==> config.mk <==
export PLATFORM = sky130hd
export DESIGN_NAME = ttt_move_sequencer
export DESIGN_NICKNAME = d
export VERILOG_FILES = /design/src/rtl/ttt_pkg.sv /design/src/rtl/ttt_debounce.sv /design/src/rtl/ttt_move_sequencer.sv
export SDC_FILE = /design/constraint.sdc
export NUM_CORES = 1
export LEC_CHECK = 0
export CORE_UTILIZATION = 55
export DETAILED_ROUTE_END_ITERATION = 10
export PLACE_DENSITY = 0.82
export SLEW_MARGIN = 10
export SYNTH_ARGS = -nofsm -noshare
export SYNTH_HDL_FRONTEND = slang
export SYNTH_HIERARCHICAL = 1
export SYNTH_SLANG_ARGS = --single-unit
==> constraint.sdc <==
create_clock -name clk -period 3.24 [get_ports clk]
set_input_delay 0.648 -clock clk [delete_from_list [all_inputs] [get_ports clk]]
set_output_delay 0.648 -clock clk [all_outputs]
set_load 0.02 [all_outputs]
==> src/rtl/ttt_pkg.sv <==
// Shared tic-tac-toe definitions: player codes, square count,
// move-sequencer FSM states and the square-to-one-hot helper.
package ttt_pkg;

   localparam logic [1:0] PLAYER1 = 2'b01;
   localparam logic [1:0] PLAYER2 = 2'b10;
   localparam int         NUM_SQ  = 9;

   typedef enum logic [1:0] {
      IDLE,
      ISSUE,
      WAIT_REL,
      LOCK
   } seq_state_t;

   function automatic logic [NUM_SQ-1:0] sq_onehot(input logic [3:0] sq);
      logic [NUM_SQ-1:0] one;
      one = NUM_SQ'(1);
      return one << sq;
   endfunction

endpackage

==> src/rtl/ttt_debounce.sv <==
// Button conditioner: 2-flop synchroniser followed by a stability counter.
// Ports: clk, reset (sync, active-high), btn (raw async input);
//   level (accepted level), press_pulse / release_pulse (1-cycle, on accepted edges).
module ttt_debounce #(
   parameter int DEBOUNCE_CYCLES = 1_000_000,
   parameter int CNT_W           = 20
) (
   input  logic clk,
   input  logic reset,
   input  logic btn,
   output logic level,
   output logic press_pulse,
   output logic release_pulse
);

   localparam logic [CNT_W-1:0] CNT_MAX = CNT_W'(DEBOUNCE_CYCLES - 1);

   logic             sync1;
   logic             sync2;
   logic [CNT_W-1:0] cnt;

   always_ff @(posedge clk) begin
      if (reset) begin
         sync1         <= 1'b0;
         sync2         <= 1'b0;
         cnt           <= '0;
         level         <= 1'b0;
         press_pulse   <= 1'b0;
         release_pulse <= 1'b0;
      end else begin
         sync1         <= btn;
         sync2         <= sync1;
         press_pulse   <= 1'b0;
         release_pulse <= 1'b0;
         if (sync2 == level) begin
            cnt <= '0;
         end else if (cnt == CNT_MAX) begin
            // Synced level has disagreed long enough: accept it.
            cnt           <= '0;
            level         <= sync2;
            press_pulse   <= sync2;
            release_pulse <= ~sync2;
         end else begin
            cnt <= cnt + 1'b1;
         end
      end
   end

endmodule

==> src/rtl/ttt_move_sequencer.sv <==
// Turns the debounced commit button and square select into 1-cycle one-hot
// write enables, alternating players. Ports: clk, reset, sq_sel, commit_btn,
// ill_move, game_over in; p1_en, p2_en, turn, rejected, locked out.
module ttt_move_sequencer
   import ttt_pkg::*;
#(
   parameter int DEBOUNCE_CYCLES = 1_000_000,
   parameter int CNT_W           = 20
) (
   input  logic              clk,
   input  logic              reset,
   input  logic [3:0]        sq_sel,
   input  logic              commit_btn,
   input  logic              ill_move,
   input  logic              game_over,
   output logic [NUM_SQ-1:0] p1_en,
   output logic [NUM_SQ-1:0] p2_en,
   output logic [1:0]        turn,
   output logic              rejected,
   output logic              locked
);

   logic btn_level;
   logic btn_press;
   logic btn_release;

   ttt_debounce #(
      .DEBOUNCE_CYCLES(DEBOUNCE_CYCLES),
      .CNT_W          (CNT_W)
   ) u_debounce (
      .clk          (clk),
      .reset        (reset),
      .btn          (commit_btn),
      .level        (btn_level),
      .press_pulse  (btn_press),
      .release_pulse(btn_release)
   );

   seq_state_t        state;
   seq_state_t        state_d;
   logic [1:0]        turn_d;
   logic [NUM_SQ-1:0] p1_d;
   logic [NUM_SQ-1:0] p2_d;
   logic              rej_d;
   logic              locked_d;

   always_ff @(posedge clk) begin
      if (reset) state <= IDLE;
      else       state <= state_d;
   end

   // The enable registers are loaded on the press cycle, so they double
   // as the latch of the selected square; later sq_sel changes are ignored.
   always_comb begin
      state_d = state;
      turn_d  = turn;
      p1_d    = '0;
      p2_d    = '0;
      rej_d   = 1'b0;
      unique case (state)
         IDLE: begin
            if (game_over) begin
               state_d = LOCK;
            end else if (btn_press) begin
               if (sq_sel < 4'(NUM_SQ)) begin
                  state_d = ISSUE;
                  if (turn == PLAYER1) p1_d = sq_onehot(sq_sel);
                  else                 p2_d = sq_onehot(sq_sel);
               end else begin
                  state_d = WAIT_REL;
                  rej_d   = 1'b1;
               end
            end
         end
         ISSUE: begin
            // Enable is on the bus now; the detector answers this cycle.
            rej_d = ill_move;
            if (!ill_move) turn_d = (turn == PLAYER1) ? PLAYER2 : PLAYER1;
            state_d = game_over ? LOCK : WAIT_REL;
         end
         WAIT_REL: begin
            if (game_over)                     state_d = LOCK;
            else if (btn_release || !btn_level) state_d = IDLE;
         end
         LOCK: begin
            state_d = LOCK;
         end
         default: begin
            state_d = IDLE;
         end
      endcase
      locked_d = (state_d == LOCK);
   end

   always_ff @(posedge clk) begin
      if (reset) begin
         p1_en    <= '0;
         p2_en    <= '0;
         turn     <= PLAYER1;
         rejected <= 1'b0;
         locked   <= 1'b0;
      end else begin
         p1_en    <= p1_d;
         p2_en    <= p2_d;
         turn     <= turn_d;
         rejected <= rej_d;
         locked   <= locked_d;
      end
   end

endmodule
# --- Yosys cells after proc, flatten, opt, wreduce, memory -nomap -nowiden ---
# Cells that the tools add are included.
classes:
  n_reduce_logical: 9
  bitwise: 8
  n_mux: 12
  div_mod_pow: 0
  n_addsub: 1
  eq_ne: 7
  magnitude_cmp: 1
  shifts: 1
  mul: 0
op_table:
  columns: ["operator", "n"]
  rows:
  - ["adder 20 x 1 -> 20 bit, second input constant", 1]
  - ["== test 20 bit, second input constant", 1]
  - ["2-to-1 mux 2 bit", 6]
  - ["OR reduction 6 bit", 2]
  - ["<< shifter 1 x 4 -> 9 bit, first input constant", 1]
  - ["inverter 1 bit", 8]
  - ["one-hot mux 2 bit (4 select lines)", 1]
  - ["== test 2 bit, second input constant", 3]
  - ["OR reduction 3 bit", 2]
  - ["== test 2 x 1 -> 1 bit, second input constant", 2]
  - ["< comparator 4 bit, second input constant", 1]
  - ["2-to-1 mux 1 bit", 4]
  - ["AND reduction 2 bit", 2]
  - ["logical NOT 2 bit", 1]
  - ["one-hot mux 1 bit (2 select lines)", 1]
  - ["== test 1 bit", 1]
  - ["logical NOT 1 bit", 1]
  - ["logical OR 1 bit", 1]
totals:
  rom_bits: 0
  in_bits: 9
  mem_count: 0
  ram_bits: 0
  latchBits: 0
  word_cells: 51
  reg_bits: 49
  output_inout_bits: 22

# --- Depth between registers and ports, before layout ---
depth:
  ltp_word: 6
  mapped_depth: 6
  ltp_nobuf: 5

# --- Hierarchy ---
# The synthesis kept the hierarchy.
modules_own_cells:
  columns: ["mod", "area_each_um2", "instances", "cells_each", "seq_area_each_um2"]
  rows:
  - ["ttt_debounce", 1158.6, 1, 122, 500.5]
  - ["ttt_move_sequencer", 769.5, 1, 78, 480.5]

# --- Worst setup path after synthesis ---
# Ideal clock, no wire load.
synth_timing:
  kind: "reg2reg"
  start: "register u_debounce.cnt[12]"
  end: "register u_debounce.cnt[10]"
  setup_time_ns: 0.115
  path_stages_with_launch: 7
  arrival_time_ns: 1.440
  path_buffers: 2
  path_slack_ns: 1.685
  t_required_ns: 3.125
  path_cell_list: "dfxtp_1 > clkbuf_1 > and4bb_2 > nand4b_1 > o21ai_2 > buf_4 > nor2_1"
synth_between:
  elab_chain_len: 2
synth_lines:
  columns: ["element", "line_no", "rtl"]
  rows:
  - ["from (decl)", "ttt_debounce.sv:20", "logic [CNT_W-1:0] cnt;"]
  - ["from (signal assigned)", "ttt_debounce.sv:44", "cnt <= cnt + 1'b1;"]
  - ["== test 20 bit", "ttt_debounce.sv:37", "end else if (cnt == CNT_MAX) begin"]
  - ["OR reduction 3 bit (no source line)", null, null]
# No other way between the ends.
# A chain may end at the register's enable or synchronous reset.

# --- Final worst setup path ---
layout_timing:
  start: "register turn[0]"
  end: "output port turn[0]"
layout_lines:
  columns: ["element", "line_no", "rtl"]
  rows:
  - ["from (decl)", "ttt_move_sequencer.sv:18", "output logic [1:0] turn,"]
  - ["from (signal assigned)", "ttt_move_sequencer.sv:105", "turn <= turn_d;"]
# No word-level cell between the ends.

==> results.txt <==
* Htree depth: 2
- Fraction of registers with async set/reset: 0%
* Routed WL per cell: 13.0 um
- Final critical path time including I/O delays and setup: 1990 ps
* Share of synthesized area occupied by flip-flops and latches: 50.9%
- Global-route wire length before repair: 5980 um
- Once detailed placement completed, the half-perimeter wirelength came to 2640 um.
- Counting flops with a built-in enable in the synthesized netlist gives 0.
- Number of buffers inserted during clock tree synthesis: 5
- Measured against its own limit, the worst slew margin works out to 54.2%.
- The clock drives 49 sinks.
- Registers take 981 um^2.
- The count of nets left with antenna violations once routing finished came out at 0.
* Cts-stage hold buffer count: 0
- The number of buffers and inverters on the critical path is 1.
* Multi-input logic area: 917 um^2
- Leaving out filler cells and counting taps, the final layout contains 281.
- Summed negative setup slack over all endpoints: 0 ps
* Internal power contribution: 814 uW
- The design draws 1010 uW.
- Synthesis instantiated 38 different standard cells from the library.
- Number of design-rule violations left by the first detailed-router iteration: 68
- For this run, the leading register cell type out of synthesis is dfxtp_1.
- Share of the cycle needed by the critical path after routing: 61.3%
- Worst setup skew after layout: 6.63 ps
- F_max: 504 MHz
* Largest cells by area after synthesis: dfxtp_1, nor2_1, xnor2_1
* DR vias: 1,531
- Across every metal layer, demand over resource in global routing totals 21.4%.
- Power per Cell Area: 431 nW/um^2
* Largest net degree at the start of global routing: 18
- The number of placed instances, taps included, is 273.
* Remaining design rule violation count: 0
- 0 antenna diodes ended up in the layout.
- Per report_power, the sequential group accounts for 60.4% of the total.
- Number of pins exceeding their max-slew limit in the final report: 0
- Number of cells upsized or downsized after cts: 0
- Data arrives at the worst endpoint at 1340 ps.
- The number of antenna violations at the first check in global routing came to 0.
* Peak supply drop: 273 uV
- Maximum fanout along the worst path: 4
- Share of the synthesized area in the top cell type: 50.9%
- Counting along the longest clock path gives a buffer depth of 2.
* Initial cell density of the core: 57.8%
- Relative to the synthesized area, the layout overhead comes to 22.2%.
* Share of total power consumed by net switching: 19.8%
* Cell area reported after detailed placement: 2270 um^2
- Setup repair after global routing left no endpoint under its margin.
* CP Data Required Time: 2590 ps
* Count of buffers added by post-CTS timing repair for setup: 0
* Chain of cells forming the critical path: clkdlybuf4s50_1
* Count of synthesis-stage warnings from yosys: 6
* Number of endpoints failing setup at the final stage: 0
- Part of the power in the clock network: 35.1%
- The die covers 3750 um^2.
* Post-layout instance area: 2360 um^2
* TritonRoute pass-1 iters: 4
- For this design the top-level I/O count stands at 31.
* Die Y: 61.2 um
- Number of buffers added on ports: 30
- Worst setup path class: reg -> out
* Number of fill cells: 264
- TritonCTS built the clock tree.
- The cell family contributing the most delay on the critical path is buffers and inverters.
* Pre-CTS worst setup slack: 1000 ps
* Worst slew pin tran: 687 ps
- Static leakage: 0.000747 uW
* Switching power: 201 uW
* Final global-route overflow total: 0
- Number of global-route vias before repair: 1,361
* Critical path capture point type: primary output
* Cell area after technology mapping: 1930 um^2
* Area of the core: 3340 um^2
- In the post-route analysis, the smallest setup slack over all paths is 1250 ps.
- Clock-pin transition on the worst setup and hold timing paths: 130 ps
- CP Launch Type: flop
- Highest-delay cell along the critical path: clkdlybuf4s50_1
- The synthesized design contains 49 register bits.
* Logic pwr share: 4.5%
* Die Width: 61.2 um
- Class of the worst hold path: reg -> reg
- The flow ran to the end, and the final reports show no timing, DRC or antenna violations.
- The cell count after synthesis came out at 200.
- At the end of routability-driven placement, the weighted congestion stood at 0.844.
- Cell accounting for the most synthesized area: dfxtp_1
- Final Routed Wirelength: 3650 um
* Master cell of the clock root buffer: clkbuf_4
- Endpoints failing hold: 0
- Net count after synthesis: 210
- Biggest cell delay along the critical path: 620 ps
- Total number of placement rows: 21
- Nets: 244
* Syn_area_per_cell: 9.64 um^2
- Fraction of layout instances using a drive strength above 1: 7.66%
* Post-DR vias/cell: 5.45
* Total of max-cap violations: 0
* Clock latency on the worst-skew pair: 340 ps
==> area by class of cell <==
| type | count | area share, % |
|---|---|---|
| Multi-Input combinational cell | 144 | 38.9 |
| Tap cell | 46 | 2.44 |
| Clock buffer | 7 | 2.34 |
| Inverter | 4 | 0.637 |
| Sequential cell | 49 | 41.6 |
| Timing Repair Buffer | 30 | 12.7 |
| Clock inverter | 1 | 1.27 |
==> final timing paths <==
path,start,endpoint,slack [ps],cells after the start
worst max-delay path,turn[0],turn[0],1250,1
worst min-delay path,u_debounce/sync1,u_debounce/sync2,450,1
worst max register to register,u_debounce/cnt[13],u_debounce/cnt[5],1290,4
worst min register to register,u_debounce/sync1,u_debounce/sync2,450,1
==> through the flow <==
stage                     hold slack [ps]  util, %
after floorplan                       414        -
after global placement                418     68.1
after detailed placement              424     68.1
after CTS                             455     70.6
after global routing                  481     70.6
final                                 452     70.6
==> registers in the layout (all words and copies together) (netlist names) <==
name                      count
p2_en                         9
locked                        1
state                         2
rejected                      1
u_debounce/sync2              1
turn                          2
p1_en                         9
u_debounce/cnt               20
u_debounce/level              1
u_debounce/release_pulse      1
u_debounce/press_pulse        1
u_debounce/sync1              1
==> placed cells by master, fill, tap and decap left out, types with 3 or more instances in the layout <==
cell type and n:
nand3_1 10, nand4b_1 3, nor2_1 43, nor3_1 7, dfxtp_1 49, nand4_1 7, nand2_1 10, clkdlybuf4s50_1 30
nor4b_2 3, xor2_1 4, nor4_1 4, nor2b_1 7, clkbuf_4 5, mux2i_1 4, nand2b_1 3, inv_1 4
xnor2_1 12
==> Yosys cell counts, types with 2 or more instances <==
cell       n
dfxtp_1   49
nor2_1    43
xnor2_1   12
nand2_1   10
nand3_1   10
nand4_1    7
nor2b_1    7
nor3_1     7
inv_1      4
mux2i_1    4
nor4_1     4
xor2_1     4
nand2b_1   3
nand4b_1   3
nor4b_2    3
a21oi_1    2
a31oi_1    2
clkbuf_1   2
nand4_4    2
nor3b_1    2
nor4_2     2
o21ai_0    2
==> power by group through the flow <==
| stage | clock network [uW] | logic (uW) | registers [uW] |
|---|---|---|---|
| 2_1_floorplan | 0 | 20.2 | 629 |
| 3_3_place_gp | 0 | 44.8 | 626 |
| 3_5_place_dp | 0 | 45.5 | 627 |
| 4_1_cts | 365 | 45.9 | 613 |
| 5_1_grt | 394 | 49.3 | 615 |
| 6_report | 356 | 45.6 | 613 |
==> logic make-up after synthesis <==
| logic type | Yosys count | share of synthesized area (%) |
|---|---|---|
| AOI/OAI and AO/OA | 11 | 3.89 |
| xor gates and xnor gates | 16 | 7.27 |
| adders and majority gates | 1 | 0.649 |
| buffers and inverters | 7 | 1.56 |
| DFF | 49 | 50.9 |
| muxes | 4 | 2.08 |
| and+or+nand+nor | 112 | 33.7 |
==> routing by layer <==
layer / global-route usage (%) / vias to the layer above / share of wire (%)
li1: - / 769 / -
met1: 26.3 / 708 / 46
met2: 37.4 / 50 / 48
met3: 3.99 / 4 / 5.0
met4: 7.47 / 0 / 0.96
met5: 0 / - / 0
==> worst register-to-register path, cell delays in order, from the launching register on <==
cell and delay (ps):
dfxtp_1 390, nor4_1 420, nand4b_1 280, o21ai_2 620, nor2_1 110
(Power assumes the default switching activity.)
==> RTL edit 1: new RTL, same settings <==
Encoding of `seq_state_t`: now Gray code (2 bits for 4 states).
--- a/src/rtl/ttt_pkg.sv
+++ b/src/rtl/ttt_pkg.sv
@@ -7,10 +7,10 @@
    localparam int         NUM_SQ  = 9;
 
    typedef enum logic [1:0] {
-      IDLE,
-      ISSUE,
-      WAIT_REL,
-      LOCK
+      IDLE     = 2'b00,
+      ISSUE    = 2'b01,
+      WAIT_REL = 2'b11,
+      LOCK     = 2'b10
    } seq_state_t;
 
    function automatic logic [NUM_SQ-1:0] sq_onehot(input logic [3:0] sq);
Behaviour: same outputs for any inputs over 10 cycles, from zero or initial values and one cycle with reset high; not proved beyond that.
==> RTL edit 1 against the unedited design <==
- sequential cell count is the same
- cell area grew 1.8%
- largest power group unchanged
- total power shrank 0.14%
- area after synthesis grew 1.8%
- sequential share of layout area shrank 0.74 points
- routed wire length shrank 0.99%
- worst setup slack lost 60 ps
- utilization grew 0.16 points
==> RTL edit 1: results <==
[run_status]
status = "finished clean"

[sta]
worst_hold_slack_ps = 460
skew_ps = 11.8

[layout]
fin_cells = 284
drive_gt1_share_pct = 9.66
nets = 247

[power]
power_switching_uw = 208
leakage_nw = 0.751
peakVddDrop_v = 0.000298

[placement]
pre_cts_ws_ps = 1060
gp_congestion = 0.802
place_area_sq_um = 2310
dp_hpwl_microns = 2650

[synth]
synth_commonest_cells = "dfxtp_1 (49), nor2_1 (43), xnor2_1 (12)"
synthMuxAreaShare_pct = 2.04
synth.area.top_cells = "dfxtp_1 (50%), nor2_1 (8.2%), xnor2_1 (5.4%)"
synth_fp_nets = 212
synth_fa_ha_area_share_pct = 0.637
synth-compound-area-share_pct = 4.59
ys_types = 42
synth_xor_xnor_area_share_pct = 7.14

[detailed_routing]
routedWlPerCell_microns = 12.7
wl_met3_microns = 162
vias = 1554
wl_met1_microns = 1660
drt_iter0_markers = 64

[grt]
grt_usage_pct = 20.3
grt_pass1_vias = 1295
grt_use_met2_pct = 34.3
use_met1_pct = 23.1

[clock_tree]
clock_latency_ps = 360
[RTL edit 1: power by group through the flow]
stage               clock network [mW]  registers, mW  logic (mW)
floorplan                            0          0.623      0.0127
global placement                     0          0.623      0.0321
detailed placement                   0          0.622      0.0326
CTS                              0.380          0.609      0.0328
global route                     0.406          0.610      0.0355
finish                           0.371          0.609      0.0328
[RTL edit 1: final cells by class]
cell class	count	area, sq um	area share [%]
multi-input cells	146	952	39.7
well taps	46	57.6	2.40
clock inverters	2	37.5	1.56
clock buffers	6	51.3	2.14
inverters	5	18.8	0.782
flip-flops and latches	49	981	40.9
repair buffers	30	300	12.5
[RTL edit 1: worst paths after layout]
| path | startpoint | end | depth (start not counted) |
|---|---|---|---|
| max reg2reg | u_debounce/cnt[13] | u_debounce/cnt[16] | 4 |
| max | turn[1] | turn[1] | 1 |
| min | u_debounce/sync1 | u_debounce/sync2 | 1 |
| min reg2reg | u_debounce/sync1 | u_debounce/sync2 | 1 |
==> RTL edit 2: new RTL, same settings <==
Made on the original files. `CNT_W` is set to 20 in 2 places; all go to 10.
--- a/src/rtl/ttt_debounce.sv
+++ b/src/rtl/ttt_debounce.sv
@@ -3,7 +3,7 @@
 //   level (accepted level), press_pulse / release_pulse (1-cycle, on accepted edges).
 module ttt_debounce #(
    parameter int DEBOUNCE_CYCLES = 1_000_000,
-   parameter int CNT_W           = 20
+   parameter int CNT_W           = 10
 ) (
    input  logic clk,
    input  logic reset,
--- a/src/rtl/ttt_move_sequencer.sv
+++ b/src/rtl/ttt_move_sequencer.sv
@@ -5,7 +5,7 @@
    import ttt_pkg::*;
 #(
    parameter int DEBOUNCE_CYCLES = 1_000_000,
-   parameter int CNT_W           = 20
+   parameter int CNT_W           = 10
 ) (
    input  logic              clk,
    input  logic              reset,
Behaviour: no difference found for any inputs over 10 cycles, from zero or initial values and one cycle with reset high; that may be too few to reach the edited logic, so the function may still have changed.
==> RTL edit 2 against the unedited design <==
- count of clock-buffer cells in the layout down 1
- worst setup slack worse by 29 ps
- area after synthesis down 28%
- cell area shrank 24%
- clock skew up 3.8 ps
- total power shrank 14%
- sequential cell count shrank 10
- non-clock buffer count did not move
- routed wire length fell by 27%
- highest routed layer unchanged
==> RTL edit 2: results <==
[detailed_routing]
avgViaCountPerCell = 5.47
wl_met3_microns = 155
top_layer_used = "met4"
routedWlPerCell_microns = 13.2
dr_wl_met2_microns = 1200
wl_met1_microns = 1270
drt_wl_total_microns = 2670
drt_iter0_markers = 8

[placement]
dp_cells = 194
gp_congestion = 0.796
place_area_sq_um = 1710
pre_cts_ws_ps = 1100
dp_hpwl_microns = 1950

[layout]
nets = 183
drive_gt1_share_pct = 6.90
reg.largest.list = "u_debounce/cnt x10, p1_en x9, p2_en x9"
n_fill_cell = 176

[synth]
synth_fp_nets = 149
synth.area.top_cells = "dfxtp_1 (56%), nor2_1 (6.7%), nand2b_1 (2.2%)"
syn_inst = 139
yosysSeqAreaShare_pct = 56.1
ys_types = 33

[grt]
grt_usage_pct = 23.1
grt_max_degree = 15
grt_pass1_vias = 1090

[worst_setup_path]
arrival_ps = 1370
critPathTopFamily = "buffers and inverters"
reg2reg_depth = 4

[run_status]
status = "finished clean"

[sta]
max_freq_mhz = 496
slew-limit-headroom_pct = 53.4
skew_ps = 10.4

[power]
leakage_nw = 0.592
peakVddDrop_v = 0.000426
power_switching_uw = 181

[clock_tree]
clkTransAtPathRegs_ps = 110
==> RTL edit 2: cell type report <==
class / instances / area [sq um] / area share [%]
Inverter: 1 / 3.75 / 0.209
Multi-Input combinational cell: 96 / 588 / 32.8
Timing Repair Buffer: 30 / 300 / 16.7
Clock buffer: 6 / 51.3 / 2.86
Clock inverter: 2 / 35.0 / 1.95
Tap cell: 28 / 35.0 / 1.95
Sequential cell: 39 / 781 / 43.5
==> RTL edit 2: routing by layer <==
metal | up-vias | GRT usage, %
met5 | - | 0
met4 | 0 | 11.8
met3 | 5 | 7.83
met2 | 30 | 34.6
met1 | 511 | 29.1
li1 | 558 | -
==> RTL edit 2: cell families after synthesis <==
| kind of cell | share of synthesized area [%] |
|---|---|
| and+or+nand+nor | 28.9 |
| DFF | 56.1 |
| AOI/OAI and AO/OA | 7.82 |
| xor gates and xnor gates | 2.52 |
| buffers and inverters | 1.62 |
| muxes | 2.16 |
| adders and majority gates | 0.899 |
==> RTL edit 2: final timing paths <==
| path | from | endpoint | slack, ps |
|---|---|---|---|
| min reg2reg | u_debounce/sync1 | u_debounce/sync2 | 450 |
| max reg2reg | u_debounce/cnt[0] | u_debounce/press_pulse | 1420 |
| max | turn[0] | turn[0] | 1220 |
| min | u_debounce/sync1 | u_debounce/sync2 | 450 |
==> RTL edit 2: power groups by stage <==
stage | Sequential (mW) | Clock [mW] | Combinational, mW
after floorplan | 0.503 | 0 | 0.0191
after global placement | 0.500 | 0 | 0.0428
after detailed placement | 0.501 | 0 | 0.0436
after CTS | 0.490 | 0.343 | 0.0439
after global routing | 0.491 | 0.362 | 0.0481
final | 0.490 | 0.335 | 0.0438
